`src/rtl/cnn_pkg.sv`:
```
// Shared CNN front-end defaults and types used by the window mapper and its line buffers.
package cnn_pkg;
  localparam int unsigned DATA_WIDTH    = 16;
  localparam int unsigned IMG_W         = 32;
  localparam int unsigned IMG_H         = 32;
  localparam int unsigned K             = 5;

  typedef logic [DATA_WIDTH-1:0] pixel_t;

  localparam int unsigned OUT_W         = IMG_W - K + 1;
  localparam int unsigned OUT_H         = IMG_H - K + 1;
  localparam int unsigned WIN_PER_FRAME = OUT_W * OUT_H;
endpackage

```
`src/rtl/conv_window_mapper_line_buffer.sv`:
```
// One-row delay line: dout is the sample written DEPTH enabled cycles ago.
module line_buffer #(
  parameter int unsigned DATA_WIDTH = cnn_pkg::DATA_WIDTH,
  parameter int unsigned DEPTH      = cnn_pkg::IMG_W
) (
  input  logic                  clk,
  input  logic                  rst,
  input  logic                  en,
  input  logic [DATA_WIDTH-1:0] din,
  output logic [DATA_WIDTH-1:0] dout
);
  import cnn_pkg::*;

  localparam int unsigned PTR_W = (DEPTH > 1) ? $clog2(DEPTH) : 1;

  logic [DATA_WIDTH-1:0] r_mem [DEPTH];
  logic [PTR_W-1:0]      r_ptr;

  // Read-before-write at the same slot gives exactly DEPTH transfers of delay.
  assign dout = r_mem[r_ptr];

  always_ff @(posedge clk) begin
    if (rst) begin
      r_ptr <= '0;
    end else if (en) begin
      r_ptr <= (r_ptr == PTR_W'(DEPTH - 1)) ? '0 : r_ptr + 1'b1;
    end
  end

  // Contents are don't-care after reset, so the storage itself is not cleared.
  always_ff @(posedge clk) begin
    if (en && !rst) begin
      r_mem[r_ptr] <= din;
    end
  end
endmodule

```
`src/rtl/conv_window_mapper.sv`:
```
// Raster-order pixel stream to KxK sliding-window mapper feeding the systolic conv array.
// Optional feature: define MAPPER_LAST_EN to add the win_last end-of-frame flag.
module conv_window_mapper #(
  parameter int unsigned DATA_WIDTH = cnn_pkg::DATA_WIDTH,
  parameter int unsigned IMG_W      = cnn_pkg::IMG_W,
  parameter int unsigned IMG_H      = cnn_pkg::IMG_H,
  parameter int unsigned K          = cnn_pkg::K
) (
  input  logic                      clk,
  input  logic                      rst,
  input  logic [DATA_WIDTH-1:0]     in_pixel,
  input  logic                      in_valid,
  output logic                      in_ready,
  output logic [K*K*DATA_WIDTH-1:0] win,
  output logic                      win_valid,
  input  logic                      win_ready,
  output logic                      frame_done
`ifdef MAPPER_LAST_EN
  ,
  output logic                      win_last
`endif
);
  import cnn_pkg::*;

  localparam int unsigned COL_W = $clog2(IMG_W);
  localparam int unsigned ROW_W = $clog2(IMG_H);

  logic [COL_W-1:0]          r_col;
  logic [ROW_W-1:0]          r_row;
  logic [DATA_WIDTH-1:0]     r_win   [K][K];
  logic [DATA_WIDTH-1:0]     w_shift [K][K];
  logic [DATA_WIDTH-1:0]     w_lb_out [K-1];
  logic [K*K*DATA_WIDTH-1:0] w_flat;
  logic [K*K*DATA_WIDTH-1:0] r_win_out;
  logic                      r_win_valid;
  logic                      r_frame_done;
  logic                      w_px_xfer;
  logic                      w_col_last;
  logic                      w_row_last;
  logic                      w_emit;
`ifdef MAPPER_LAST_EN
  logic                      r_win_last;
`endif

  assign in_ready   = !r_win_valid || win_ready;
  assign w_px_xfer  = in_valid && in_ready;
  assign w_col_last = (r_col == COL_W'(IMG_W - 1));
  assign w_row_last = (r_row == ROW_W'(IMG_H - 1));
  assign w_emit     = w_px_xfer && (r_row >= ROW_W'(K - 1)) && (r_col >= COL_W'(K - 1));

  assign win        = r_win_out;
  assign win_valid  = r_win_valid;
  assign frame_done = r_frame_done;
`ifdef MAPPER_LAST_EN
  assign win_last   = r_win_last;
`endif

  // Buffer j delays by j+1 rows; its output feeds window row K-2-j.
  for (genvar j = 0; j < K - 1; j++) begin : g_lb
    logic [DATA_WIDTH-1:0] w_din;
    if (j == 0) begin : g_head
      assign w_din = in_pixel;
    end else begin : g_tail
      assign w_din = w_lb_out[j-1];
    end
    line_buffer #(
      .DATA_WIDTH(DATA_WIDTH),
      .DEPTH     (IMG_W)
    ) u_lb (
      .clk (clk),
      .rst (rst),
      .en  (w_px_xfer),
      .din (w_din),
      .dout(w_lb_out[j])
    );
  end

  always_comb begin
    w_flat = '0;
    for (int unsigned r = 0; r < K; r++) begin
      for (int unsigned c = 0; c < K - 1; c++) begin
        w_shift[r][c] = r_win[r][c+1];
      end
    end
    for (int unsigned r = 0; r < K - 1; r++) begin
      w_shift[r][K-1] = w_lb_out[K-2-r];
    end
    w_shift[K-1][K-1] = in_pixel;
    for (int unsigned r = 0; r < K; r++) begin
      for (int unsigned c = 0; c < K; c++) begin
        w_flat[(r*K + c)*DATA_WIDTH +: DATA_WIDTH] = w_shift[r][c];
      end
    end
  end

  always_ff @(posedge clk) begin
    if (rst) begin
      r_col        <= '0;
      r_row        <= '0;
      r_win        <= '{default: '0};
      r_win_out    <= '0;
      r_win_valid  <= 1'b0;
      r_frame_done <= 1'b0;
`ifdef MAPPER_LAST_EN
      r_win_last   <= 1'b0;
`endif
    end else begin
      r_frame_done <= w_px_xfer && w_col_last && w_row_last;
      if (w_px_xfer) begin
        r_win <= w_shift;
        if (w_col_last) begin
          r_col <= '0;
          r_row <= w_row_last ? '0 : r_row + 1'b1;
        end else begin
          r_col <= r_col + 1'b1;
        end
      end
      if (w_emit) begin
        r_win_out   <= w_flat;
        r_win_valid <= 1'b1;
`ifdef MAPPER_LAST_EN
        r_win_last  <= w_col_last && w_row_last;
`endif
      end else if (r_win_valid && win_ready) begin
        r_win_valid <= 1'b0;
`ifdef MAPPER_LAST_EN
        r_win_last  <= 1'b0;
`endif
      end
    end
  end
endmodule

```
`config.mk`:
```
export PLATFORM = sky130hd
export DESIGN_NAME = conv_window_mapper
export DESIGN_NICKNAME = d
export VERILOG_FILES = /design/src/rtl/cnn_pkg.sv /design/src/rtl/conv_window_mapper_line_buffer.sv /design/src/rtl/conv_window_mapper.sv
export SDC_FILE = /design/constraint.sdc
export NUM_CORES = 2
export LEC_CHECK = 0
export ABC_AREA = 1
export BUFFER_PORTS_ARGS = -buffer_cell sky130_fd_sc_hd__clkbuf_2
export CAP_MARGIN = 20
export CORE_MARGIN = 5
export CORE_UTILIZATION = 50
export CTS_CLUSTER_SIZE = 20
export DETAILED_ROUTE_END_ITERATION = 8
export MAX_ROUTING_LAYER = met4
export PLACE_DENSITY = 0.66
export RECOVER_POWER = 25
export SETUP_SLACK_MARGIN = 0.5
export SLEW_MARGIN = 10
export SYNTH_ARGS = -nofsm -noshare
export SYNTH_HDL_FRONTEND = slang
export SYNTH_SLANG_ARGS = --single-unit
```
`constraint.sdc`:
```
create_clock -name clk -period 6.7 [get_ports clk]
set_input_delay 0.67 -clock clk [delete_from_list [all_inputs] [get_ports clk]]
set_output_delay 0.67 -clock clk [all_outputs]
set_load 0.02 [all_outputs]
```
==> reports/results.tsv <==
stage	metric	value	unit
power_and_ir_drop	vdd.ir_drop.worst	308	uV
routing	drtPass1Iterations	6	
power_and_ir_drop	power.clock.fraction	41.9	%
power_and_ir_drop	leakagePower	0.0441	uW
worst_setup_path	cp_data_arrival_time	5.90	ns
layout	seqCellArea	77000	um2
floorplanning	dieArea	229000	um2
worst_setup_path	cp.required	7.26	ns
cts	cts_buffer_depth	4	
cts	hold_buffers	0	
synthesis	yosys_warnings	0	
synthesis	yosysUniqueCellTypes	27	
floorplanning	coreArea	219000	um2
synthesis	syn_avg_cell_area	10.7	um2
worst_setup_path	end_kind	flip-flop	
timing	max_freq	187	MHz
cts	cts.sinks	2820	
worst_setup_path	crit_fanout	192	
layout	drive_above_1_share	6.28	%
routing	totalWireLength	309000	um
global_routing	overflow	0	
cts	h-tree-depth	5	
timing	drv_slew	925	
timing	setup_viol	0	
synthesis	yosysSeqAreaShare	70.0	%
routing	wl_per_cell	22.7	um
global_routing	grt_pass1_wl	458000	um
worst_setup_path	slowest_stage	clkbuf_2	
timing	worst_pin_slew	4.10	ns
layout	fill_cells	18212	
cts	insertion_delay	0.94	ns
power_and_ir_drop	combinationalPowerShare	7.2	%
routing	vias_per_cell	5.64	
status	violations	max-capacitance violations, max-slew violations	
routing	ant_nets	0	
global_routing	antenna_found_initial	11	
timing	finClkSkew	0.0639	ns
layout	mostFrequentLayoutCells	nand2_1 (3,347), edfxtp_1 (2,048), nand3_1 (1,700), dfxtp_1 (760), nor2_1 (656)	
cts	postCtsSetupBuffers	0	
worst_setup_path	critPathKind	in -> reg	
floorplanning	ios	423	
place	dpl.hpwl	179000	um
place	port_buffers	422	
timing	final.setup.tns	0	ns
synthesis	ys_ff_latch	2820	
place	gp_congestion	0.878	
global_routing	grt_pass1_vias	71615	
global_routing	grt.total_usage	26.9	%
power_and_ir_drop	power_frac_seq	50.9	%
cts	numCtsBuffers	301	
floorplanning	die_w	479	um
job	drv_cap	20	
routing	dr_total_vias	76846	
power_and_ir_drop	p_sw_share	23.3	%
power_and_ir_drop	finalPower	38400	uW
synthesis	netlist_instances	10262	
power_and_ir_drop	p_per_area	313	nW/um2
cts	cts-resized-gates	0	
status	status	finished, violations left	
layout	layout.nets	10566	
worst_setup_path	cp-start-kind	input pin	
power_and_ir_drop	p_sw	8950	uW
timing	min_period	5.34	ns
routing	drc	0	
worst_setup_path	worstPathCellList	buf_8 > inv_8 > clkbuf_2 > nand2_1 > nor2_1 > buf_4	
timing	relSlewSlack	-173	%
timing	period_share	79.7	%
floorplanning	die_h	479	um
global_routing	grt_max_degree	195	
worst_hold_path	hold_class	in -> reg	
cts	cts_tree	yes	
worst_setup_path	critical-path-max-stage-delay	2.47	ns
layout	final_common_cell	nand2_1	
layout	multi_input_area	28500	um2
synthesis	netlist_area	110000	um2
synthesis	synth_nets	10308	
timing	rsz0062_at_grt	false	
cts	path_clk_slew	0.06	ns
timing	hold_ws	0.179	ns
floorplanning	num_rows	172	
routing	drtIter0Drc	8774	
power_and_ir_drop	p_int	29500	uW
layout	area_delta_synth_final	11.8	%
timing	hold_viol	0	
cts	clock_tree.root_cell	clkbuf_16	
floorplanning	start_util	50.1	%
[worst max-delay path, delay by kind of cell]
kind	cells	cell delay [ns]
buffers and inverters	4	3.67
AND/OR/NAND/NOR	2	1.29
[per-stage QoR]
step	cell area, um2	setup slack, ns	std cells	util (%)
global route	123000	1.10	13613	56.0
floorplan	110000	4.02	10262	-
global placement	113000	2.37	13058	51.6
detailed placement	113000	2.31	13063	51.7
CTS	123000	2.31	13585	56.0
finish	123000	1.36	13620	56.0
[state kept, by name (all words and copies together), names as in the netlist, named ones only]
name             cells
r_win              320
win                400
frame_done           1
r_col                5
g_lb.u_lb.r_mem   2048
r_row                5
g_lb.u_lb.r_ptr     20
win_valid            1
[cell type report]
class	count	area share [%]
Timing Repair Buffer	634	3.08
Tap cell	2871	2.92
Inverter	116	0.415
Clock inverter	114	0.892
Antenna cell	10	0.0204
Multi-Input combinational cell	6647	23.2
Sequential cell	2820	62.6
Clock buffer	408	6.82
[per-layer routing]
metal	track usage, %	part of all wire, %	routed length [um]
met1	35.1	40	123000
met2	42.0	47	145000
met3	4.54	8.4	25900
met4	11.7	4.9	15200
met5	-	0	0
[synthesized netlist by cell type (all sizes together)]
cell	number	area [um2]
nand2	3350	12600
edfxtp	2048	61500
nand3	1701	8520
dfxtp	772	15500
nor2	669	2510
buf	478	3260
a21oi	477	2400
o21ai	399	2000
clkbuf	201	754
inv	114	443
ha	26	325
nor3	18	90.1
o31ai	4	30.0
nor3b	3	22.5
clkinv	2	12.5
[worst paths after layout]
check              from                        end  slack, ns  cells after the start
min           win_ready                  win_valid       0.18                      4
min reg2reg  r_win[130]                   win[242]       0.43                      2
max                 rst  g_lb[2].u_lb.r_mem[23][8]       1.36                      6
max reg2reg   win_valid                  flip-flop       1.55                      5
[power by group through the flow]
stage / logic [uW] / clock network (uW) / registers [uW]
2_1_floorplan: 1700 / 0 / 19800
3_3_place_gp: 2500 / 0 / 19900
3_5_place_dp: 2580 / 0 / 19900
4_1_cts: 2590 / 16300 / 19600
5_1_grt: 3020 / 17100 / 19600
6_report: 2760 / 16100 / 19600
[kinds of logic (layout without fill, tap and decap cells)]
| family | count (synthesis) | in the layout | share of synthesized area [%] |
|---|---|---|---|
| AND/OR/NAND/NOR | 5741 | 5741 | 21.6 |
| flip-flops | 2820 | 2820 | 70.0 |
| AO/OA/AOI/OAI | 880 | 880 | 4.03 |
| buffers and inverters | 795 | 1272 | 4.07 |
| adder cells (fa/ha/maj) | 26 | 26 | 0.296 |
| other | 0 | 10 | 0 |
Power figures use the tool's default switching activity.
